<file path="config.mk">
export PLATFORM = sky130hd
export DESIGN_NAME = alu_issue
export DESIGN_NICKNAME = d
export VERILOG_FILES = /design/src/rtl/alu_issue.sv
export SDC_FILE = /design/constraint.sdc
export NUM_CORES = 1
export LEC_CHECK = 0
export CAP_MARGIN = 0
export CORE_MARGIN = 2
export CORE_UTILIZATION = 45
export CTS_CLUSTER_SIZE = 8
export DETAILED_ROUTE_END_ITERATION = 6
export PLACE_DENSITY = 0.68
export SYNTH_ARGS = -nofsm -noshare
export SYNTH_HDL_FRONTEND = slang
export SYNTH_SLANG_ARGS = --single-unit
export TNS_END_PERCENT = 100
</file>
<file path="constraint.sdc">
create_clock -name clk -period 4.1 [get_ports clk]
set_input_delay 0.82 -clock clk [delete_from_list [all_inputs] [get_ports clk]]
set_output_delay 0.82 -clock clk [all_outputs]
set_load 0.01 [all_outputs]
</file>
<file path="src/rtl/alu_issue.sv">
// Command FIFO and single-issue sequencer in front of a registered ALU.
// Buffers {op, a, b} commands, issues one at a time, and returns each result over valid/ready.
module alu_issue #(
  parameter int W       = 4,
  parameter int OPW     = 3,
  parameter int DEPTH   = 4,
  parameter int ALU_LAT = 1
) (
  input  logic                     clk,
  input  logic                     rst,
  input  logic                     in_valid,
  output logic                     in_ready,
  input  logic [W-1:0]             in_a,
  input  logic [W-1:0]             in_b,
  input  logic [OPW-1:0]           in_op,
  output logic [W-1:0]             alu_a,
  output logic [W-1:0]             alu_b,
  output logic [OPW-1:0]           alu_op,
  input  logic [W-1:0]             alu_result,
  output logic                     out_valid,
  input  logic                     out_ready,
  output logic [W-1:0]             out_result,
  output logic [OPW-1:0]           out_op,
  output logic                     err,
  output logic [$clog2(DEPTH):0]   count
);

  localparam int AW = $clog2(DEPTH);
  localparam int CW = AW + 1;
  localparam int LW = (ALU_LAT > 0) ? $clog2(ALU_LAT + 1) : 1;

  typedef enum logic [1:0] {IDLE, EXEC, HOLD} state_e;

  state_e          state_q, state_d;
  logic [AW-1:0]   rdPtr_q, wrPtr_q;
  logic [CW-1:0]   count_q, count_d;
  logic [LW-1:0]   waitCnt_q;
  logic [W-1:0]    aluA_q, aluB_q, outResult_q;
  logic [OPW-1:0]  aluOp_q, outOp_q;
  logic            outValid_q, err_q;

  logic [W-1:0]    memA [DEPTH];
  logic [W-1:0]    memB [DEPTH];
  logic [OPW-1:0]  memOp [DEPTH];

  logic accept, legal, push, pop, capture, retire;

  // Opcodes above "not" are unimplemented; ready does not depend on legality.
  assign legal    = (in_op < OPW'(5));
  assign in_ready = (count_q < CW'(DEPTH));
  assign accept   = in_valid & in_ready;
  assign push     = accept & legal;

  always_comb begin
    state_d = state_q;
    pop     = 1'b0;
    capture = 1'b0;
    retire  = 1'b0;
    case (state_q)
      IDLE: begin
        if (count_q != '0) begin
          pop     = 1'b1;
          state_d = EXEC;
        end
      end
      EXEC: begin
        if (waitCnt_q == '0) begin
          capture = 1'b1;
          state_d = HOLD;
        end
      end
      HOLD: begin
        if (out_ready) begin
          retire = 1'b1;
          if (count_q != '0) begin
            pop     = 1'b1;
            state_d = EXEC;
          end else begin
            state_d = IDLE;
          end
        end
      end
      default: state_d = IDLE;
    endcase
  end

  always_comb begin
    count_d = count_q;
    if (push && !pop) begin
      count_d = count_q + CW'(1);
    end else if (!push && pop) begin
      count_d = count_q - CW'(1);
    end
  end

  // Storage is not reset; stale entries are unreachable once the pointers clear.
  always_ff @(posedge clk) begin
    if (push) begin
      memA[wrPtr_q]  <= in_a;
      memB[wrPtr_q]  <= in_b;
      memOp[wrPtr_q] <= in_op;
    end
  end

  always_ff @(posedge clk) begin
    if (rst) begin
      state_q     <= IDLE;
      rdPtr_q     <= '0;
      wrPtr_q     <= '0;
      count_q     <= '0;
      waitCnt_q   <= '0;
      aluA_q      <= '0;
      aluB_q      <= '0;
      aluOp_q     <= '0;
      outValid_q  <= 1'b0;
      outResult_q <= '0;
      outOp_q     <= '0;
      err_q       <= 1'b0;
    end else begin
      state_q <= state_d;
      count_q <= count_d;
      err_q   <= accept & ~legal;
      if (push) begin
        wrPtr_q <= wrPtr_q + AW'(1);
      end
      if (pop) begin
        rdPtr_q   <= rdPtr_q + AW'(1);
        aluA_q    <= memA[rdPtr_q];
        aluB_q    <= memB[rdPtr_q];
        aluOp_q   <= memOp[rdPtr_q];
        waitCnt_q <= LW'(ALU_LAT);
      end else if (state_q == EXEC && waitCnt_q != '0) begin
        waitCnt_q <= waitCnt_q - LW'(1);
      end
      // The ALU output is captured once its pipeline has drained the issued operands.
      if (capture) begin
        outResult_q <= alu_result;
        outOp_q     <= aluOp_q;
        outValid_q  <= 1'b1;
      end else if (retire) begin
        outValid_q  <= 1'b0;
      end
    end
  end

  assign alu_a      = aluA_q;
  assign alu_b      = aluB_q;
  assign alu_op     = aluOp_q;
  assign out_valid  = outValid_q;
  assign out_result = outResult_q;
  assign out_op     = outOp_q;
  assign err        = err_q;
  assign count      = count_q;

endmodule

</file>
==> summary.md <==
| Metric | Value |
|---|---|
| Post-CTS Setup Inserts | `0` |
| Leakage | `1.218 nW` |
| Pin count of the biggest net entering global routing | `19` |
| Antenna violations before repair | `0` |
| Leading area contributor after synthesis | `edfxtp_1` |
| Fin cells | `329` |
| Post-layout nets | `272` |
| Critical path peak fanout | `13` |
| Syn nets | `231` |
| Total global-route track usage | `16.11%` |
| Worst EP arrival | `3.13 ns` |
| Area grow syn2layout | `20.82%` |
| Critical-path cell list | `clkdlybuf4s50_1 -> nand2b_1 -> nand3_1 -> ha_1 -> inv_1 -> fa_1 -> xor2_1 -> or3_1 -> a21oi_1` |
| Ys Warns | `0` |
| Core Box Area | `6350 um^2` |
| I/O Buffers | `42` |
| Largest family of logic cells by synthesized area | `multiplexers` |
| 1st-iter DRT viols | `110` |
| Share of cells above drive strength 1 | `10.32%` |
| Synth Area in Compound Gates | `7.754%` |
| Setup violators final | `0` |
| Reg2reg start | `state_q[0]` |
| Max cap viols | `0` |
| Final HPWL DP | `3524 um` |
| Fin. Hold Viols | `0` |
| Worst Setup Start Kind | `input port` |
| Via count | `1793` |
| H-tree depth | `3` |
| Die Y | `85.23 um` |
| Starting Density | `46.76%` |
| Hold crit path type | `reg2reg` |
| Max Freq | `348.6 MHz` |
| RSZ-0062 raised after global routing | `no` |
| Post-synthesis adder-cell area fraction | `2.781%` |
| Critical-path top delay cell | `clkdlybuf4s50_1` |
| Final ANT Viol Nets | `0` |
| Flops & latches, synth | `74` |
| WHS Path Cells | `2` |
| Period utilization | `69.96%` |
| Post-synth top flop | `edfxtp_1` |
| Reg-to-reg slack, setup | `1.48 ns` |
| Grt met1 use | `21.75%` |
| Drt pass-1 iters | `4` |
| Final core utilization | `56.49%` |
| CP bufs+invs | `2` |
| WHS Endpoint | `alu_b[1]` |
| WL/cell | `16.21 um` |
| N_diodes | `0` |
| Minimum clock period | `2.868 ns` |
| Clock sink count | `74` |
| DP Cell Count | `313` |
| Overflow after GRT | `0` |
| Crit-path leading delay family | `simple AND/OR/NAND/NOR gates` |
| Max clock buf depth | `2` |
| M2 GR Usage | `25.21%` |
| Pwr/cell area | `607.4 nW/um^2` |
| Clock Skew | `0.007426 ns` |
| IR drop worst, VDD | `0.3326 mV` |
| Crit. End Element | `flip-flop` |
| Wirelength, routed | `5333 um` |
| Xor and xnor area share after synthesis | `0.5900%` |
| Reg2reg path depth | `8` |
| Register area share after synthesis | `64.73%` |
| Req. time, crit path | `4.36 ns` |
| Vias in the first global route | `1795` |
| Residual DRC | `0` |
| Synth Area in Simple Gates | `8.765%` |
| Hold buffers post-CTS | `0` |
| Worst-path clk slew | `0.08 ns` |
| Setup CP Type | `in2reg` |
| RePlAce Congestion | `0.8134` |
| Fin Setup TNS | `0 ns` |
| Measured slew at the worst slew-check pin | `0.9912 ns` |
| Inserted Clock Buffers | `9` |
| Post-synth EDFFs | `44` |
| Mapped cell area | `2969 um^2` |
| Clock root cell | `clkbuf_8` |
| Multiplexer area fraction after synthesis | `11.93%` |
| Critical Path Stages | `9` |
| DR vias/cell | `5.450` |
| Commonest non-fill, non-tap cell in the layout | `edfxtp_1` |
| Number of gates resized after cts | `0` |
| Final count of pins violating max slew | `0` |
| Global-route wire length before repair | `8949 um` |
| Async S/R FF share, synth | `0%` |
| Synth top area cells | `edfxtp_1 (45%), dfxtp_1 (20%), mux4_2 (5.3%), mux4_1 (3.5%), a21oi_1 (3.0%)` |
| # IOs | `43` |
| Worst hold slack | `0.4771 ns` |
| Worst-Skew Late Latency | `0.34 ns` |
| GRT met3 Usage | `3.113%` |
| Die footprint | `7264 um^2` |
| Hold Crit Start | `alu_b[1]` |
| Status | `finished, final reports clean` |
| Chip width | `85.23 um` |
| Avg Cell Area, Syn | `14.41 um^2` |
| Reg-to-reg critical path endpoint | `count[2]` |
| Top Usage Layer GRT | `met2` |
| Placement row count | `29` |
| CTS tree | `built` |
| Synth top area share | `44.50%` |
| Most frequent cells in the layout | `edfxtp_1 (44), clkdlybuf4s50_1 (42), dfxtp_1 (30)` |
| Slew headroom | `33.78%` |
| Crit-path max cell delay | `0.44 ns` |
| Cells after synthesis | `206` |
| Count of cell types in the netlist | `34` |
worst max path at each step:
stage,from,endpoint
detailed placement,out_ready,count[2]
finish,out_ready,count[2]
global placement,out_ready,count[2]
CTS,out_ready,count[2]
global route,out_ready,count[2]
floorplan,in_op[1],count[2]
routing by layer:
layer | wire length (um) | part of all wire [%]
met5 | 0 | 0
met1 | 2466 | 46
met4 | 46 | 0.86
met3 | 228 | 4.3
met2 | 2591 | 49
cell usage after synthesis (2+ instances only):
library cell,n
o31ai_1,12
clkbuf_1,3
mux4_1,4
mux2i_1,8
edfxtp_1,44
buf_2,6
and3_1,4
dfxtp_1,30
inv_1,5
o21ai_0,5
buf_1,3
nand4_1,12
nor2_1,13
nand3_1,3
nand2b_1,3
a21oi_1,18
xor2_1,2
nor2b_1,4
or3_1,2
ha_1,5
mux4_2,7
metrics by stage:
| stage | area (um^2) | power, mW | setup WS, ns |
|---|---|---|---|
| 4_1_cts | 3587 | 2.201 | 1.250 |
| 5_1_grt | 3587 | 2.314 | 1.068 |
| 2_1_floorplan | 2969 | 1.469 | 1.771 |
| 3_5_place_dp | 3417 | 1.715 | 0.8896 |
| 3_3_place_gp | 3417 | 1.698 | 1.012 |
| 6_report | 3587 | 2.179 | 1.232 |
state kept, by name, summed over array words and instances, names as in the netlist, 2 cells and up:
signal      flops
alu_a           4
alu_b           4
alu_op          3
count           3
memA           16
memB           16
memOp          12
out_op          3
out_result      4
rdPtr_q         2
state_q         2
wrPtr_q         2
logic make-up after synthesis:
logic type / Yosys count
flip-flops: 74
AND/OR/NAND/NOR: 47
AO/OA/AOI/OAI: 38
multiplexers: 20
buffers and inverters: 19
adder cells (fa/ha/maj): 6
XOR/XNOR: 2
report_power, final:
part,internal (mW),switching (mW)
Sequential,0.907,0.118
Clock,0.216,0.272
Combinational,0.353,0.312
Total,1.48,0.703
worst min-delay path, delay by kind of cell (launching register included):
| kind | cells | cell delay, ns |
|---|---|---|
| DFF | 1 | 0.31 |
| AOI/OAI and AO/OA | 2 | 0.12 |
final cells by class:
type                            count  area (um^2)
Clock buffer                        9        123.9
Clock inverter                      7        46.29
Fill cell                         528         2763
Inverter                            5        18.77
Multi-Input combinational cell    113        944.7
Sequential cell                    74         1922
Tap cell                           77        96.34
Timing Repair Buffer               44        435.4
Power figures use the tool's default switching activity.
==> RTL edit 1 (same settings) <==
Set the parameter `OPW` to 5 (it was 3).
--- a/src/rtl/alu_issue.sv
+++ b/src/rtl/alu_issue.sv
@@ -2,7 +2,7 @@
 // Buffers {op, a, b} commands, issues one at a time, and returns each result over valid/ready.
 module alu_issue #(
   parameter int W       = 4,
-  parameter int OPW     = 3,
+  parameter int OPW     = 5,
   parameter int DEPTH   = 4,
   parameter int ALU_LAT = 1
 ) (
Ports: changed (resized alu_op, in_op and out_op); port bits go from 43 to 49. No check against the original RTL was run, so the function may have changed too.
==> RTL edit 1 against the unedited design <==
Synthesized area increased by 16%; synthesized cell count rose by 13%; final area rose by 17%; power increased by 13%; worst setup slack got worse by 0.12 ns; sequential cell count is 12 higher; routed wire length rose by 14%; largest cell class unchanged; highest routed layer unchanged.
==> RTL edit 1: results (changes against the unedited design) <==
status: "complete, no violations"
clock_buffers: 13  # +4
r2r-end: "count[2]"
setup_ws_ns: 1.11  # -0.117 ns
p_leak_nw: 1.40  # +15%
drt_iter0_markers: 75  # -32%
synth_compound_area_share_pct: 6.77  # -0.98 points
synthAdderAreaFrac_pct: 2.39  # -0.39 points
crit_fanout: 7  # -6
top_regs: "memOp (20), memA (16), memB (16)"
critPathMaxStageDelay_ns: 0.48  # +0.04 ns
synth_xor_area_share_pct: 0.507  # -0.083 points
num-nonclk-buffers: 52  # +18%
fin_nets: 305  # +12%
firstDrtPassIters: 7  # +3
yosysUniqueCellTypes: 39  # +15%
finalClockSkew_ns: 0.00997  # +0.00254 ns
ir_worst_vdd_uv: 225  # -32%
sh_seq_area_pct: 53.6  # +0.062 points
met2_usage_pct: 24.6  # -0.58 points
synth_fp_nets: 259  # +12%
met1_usage_pct: 19.8  # -2.0 points
synthMuxAreaShare_pct: 13.0  # +1.0 points
rrSetupSlack_ns: 1.54  # +0.06 ns
hpwl_um: 3970  # +13%
hold_end: "out_valid"
grt_util_all_layers_pct: 15.4  # -0.75 points
crit_arrival_ns: 3.24  # +0.11 ns
grt_first_pass_wirelength_um: 9930  # +11%
numCtsBuffers: 9  # unchanged
grt_max_degree: 23  # +4
pre_cts_ws_ns: 0.741  # -0.149 ns
num-fill-cells: 588  # +11%
hold_start: "out_valid"
clockNetworkAreaShare_pct: 4.49  # -0.25 points
ys_top_cells_by_area: "edfxtp_1 45%, dfxtp_1 20%, mux4_1 4.6%"
grt_use_met3_pct: 3.78  # +0.67 points
synth_seq_cells: 86  # +16%
seq_area_frac_synth_pct: 64.9  # +0.18 points
routed-wl-met3_um: 270  # +18%
powerClk_mw: 0.552  # +13%
multi_input_area_share_pct: 26.2  # -0.085 points
met2_length_um: 2910  # +12%
power_switching_mw: 0.768  # +9.3%
==> RTL edit 1: changes by cell type after synthesis, sizes merged, moves of 3 or more <==
| cell | change |
|---|---|
| and2 | +4 |
| and3 | -4 |
| clkbuf | +4 |
| dfxtp | +4 |
| edfxtp | +8 |
| mux2i | +3 |
| nor2 | +3 |
| o21ai | -3 |
==> RTL edit 1: worst register-to-register path, delay by kind of cell, from the launching register on <==
kind | cells | cell delay (ns)
fa+ha+maj | 2 | 0.57
xor+xnor | 1 | 0.16
compound gates | 1 | 0.14
simple gates | 2 | 0.43
flops | 1 | 0.75
buf+inv | 3 | 0.44
==> RTL edit 1: stage by stage <==
step	instances	instance area (um2)	hold slack, ns	power, mW
after CTS	382	4180	0.473	2.49
after global placement	366	3990	0.457	1.93
after global routing	382	4180	0.490	2.61
after floorplan	232	3450	0.468	1.69
after detailed placement	366	3990	0.462	1.94
final	382	4180	0.472	2.47
==> RTL edit 2 (same flow settings) <==
Made on the original files. Reset style: asynchronous (`rst`), changed in one clocked block.
--- a/src/rtl/alu_issue.sv
+++ b/src/rtl/alu_issue.sv
@@ -102,7 +102,7 @@
     end
   end
 
-  always_ff @(posedge clk) begin
+  always_ff @(posedge clk or posedge rst) begin
     if (rst) begin
       state_q     <= IDLE;
       rdPtr_q     <= '0;
Check against the original RTL: differs if rst is asserted again (counterexample within 4 cycles, from zero or initial values and one cycle with rst high); with rst held inactive, the same outputs for 10 cycles.
==> RTL edit 2 against the unedited design <==
Power up 24%; final area increased by 0.84%; highest routed layer unchanged; routed wire length decreased by 7.7%; sequential cell count unchanged; worst setup slack improved by 0.17 ns; first-iteration DRC count down 55%; synthesized area shrank 2.4%.
==> RTL edit 2: results (changes against the unedited design) <==
status: "complete, no violations"
ir_worst_vdd_uv: 415  # +25%
async_flop_share_pct: 40.5  # +41 points
hp-class: "reg -> reg"
dp_cells: 267  # -15%
via_per_inst: 5.24  # -3.9%
cts-root-buf: "clkbuf_8"
synth_edf_count: 44  # unchanged
antenna_found_initial: 0  # unchanged
num-fill-cells: 482  # -8.7%
reg2reg_depth: 8  # unchanged
grt_util_all_layers_pct: 15.2  # -0.87 points
h-tree-depth: 3  # unchanged
hpwl_um: 3300  # -6.4%
drt_iter0_markers: 50  # -55%
firstDrtPassIters: 4  # unchanged
top_regs: "memA (16), memB (16), memOp (12)"
endpoint: "count[2]"
crit_start: "in_op[1]"
clk_pin_slew_ns: 0.08  # about the same
yosysUniqueCellTypes: 29  # -15%
finalClockSkew_ns: 0.00791  # +0.000481 ns
vias: 1482  # -17%
pre_cts_ws_ns: 1.04  # +0.152 ns
routedWlPerCell_um: 17.4  # +7.4%
critPathMaxStageDelay_ns: 0.48  # +0.04 ns
diodes: 0  # unchanged
fin_nets: 226  # -17%
gp_congestion: 0.731  # -10%
path_delay_family: "adder cells"
ys_warn_count: 0  # unchanged
grt_first_pass_wirelength_um: 7960  # -11%
crit_fanout: 7  # -6
p_leak_nw: 1.34  # +10%
placed_cell_area_um2: 3400  # -0.48%
port_buffers: 42  # unchanged
cts_resized: 0  # unchanged
insertion_delay_ns: 0.34  # about the same
ys_top_cells_by_area: "edfxtp_1 46%, dfrtp_1 26%, mux2_2 7.8%"
grt_max_degree: 31  # +12
rrSetupSlack_ns: 2.09  # +0.61 ns
post-route-period-util_pct: 65.8  # -4.2 points
worstMarginPinSlew_ns: 0.737  # -0.255 ns
synth_fp_nets: 175  # -24%
synth_common_cells: "44 x edfxtp_1, 30 x dfrtp_1, 20 x mux2_2"
crit_arrival_ns: 2.96  # -0.17 ns
post-route-util_pct: 57.6  # +1.1 points
slowest_stage: "clkdlybuf4s50_1"
post_cts_buffers: 0  # unchanged
drive_above_1_share_pct: 23.8  # +13 points
seq_area_frac_synth_pct: 71.5  # +6.8 points
cts_buffer_depth: 2  # unchanged
numCtsBuffers: 9  # unchanged
r2r-start: "count[2]"
syn_avg_cell_area_um2: 19.3  # +34%
-- RTL edit 2: per-layer routing --
| metal | share of wire (%) | vias up | global-route usage, % |
|---|---|---|---|
| li1 | - | 667 | - |
| met1 | 42 | 770 | 18.8 |
| met2 | 51 | 38 | 24.2 |
| met3 | 5.1 | 7 | 5.31 |
| met4 | 1.7 | 0 | 7.33 |
| met5 | 0 | - | 0 |
-- RTL edit 2: worst min path at each step --
stage	from	to	slack [ns]	depth (start not counted)
after floorplan	waitCnt_q	waitCnt_q	0.53	1
after global placement	out_result[3]	out_result[3]	0.49	1
after detailed placement	alu_a[1]	alu_a[1]	0.50	1
after CTS	alu_b[0]	alu_b[0]	0.52	1
after global routing	alu_b[0]	alu_b[0]	0.53	1
final	alu_b[0]	alu_b[0]	0.51	1
-- RTL edit 2: area by class of cell --
class                      count  share of cell area (%)
multi-input combinational     65                    21.3
inverter                       7                   0.726
clock inverter                 7                    2.56
clock buffer                   9                    3.42
tap                           77                    2.66
timing repair buffer          44                    12.0
sequential                    74                    57.3
-- RTL edit 2: kinds of logic (layout without fill, tap and decap cells) --
family,Yosys count,in the layout,share of synthesized area [%]
buffers and inverters,11,67,1.90
AOI/OAI and AO/OA,4,4,0.863
adders and majority gates,6,6,2.85
muxes,32,32,17.2
and+or+nand+nor,17,17,3.84
DFF,74,74,71.5
xor gates and xnor gates,6,6,1.81
-- RTL edit 2: where the power goes --
group          total, mW  leakage (nW)  switching [mW]  internal, mW
Sequential          1.17         0.752           0.178         0.992
Clock              0.607         0.103           0.266         0.341
Combinational      0.916         0.486           0.348         0.568
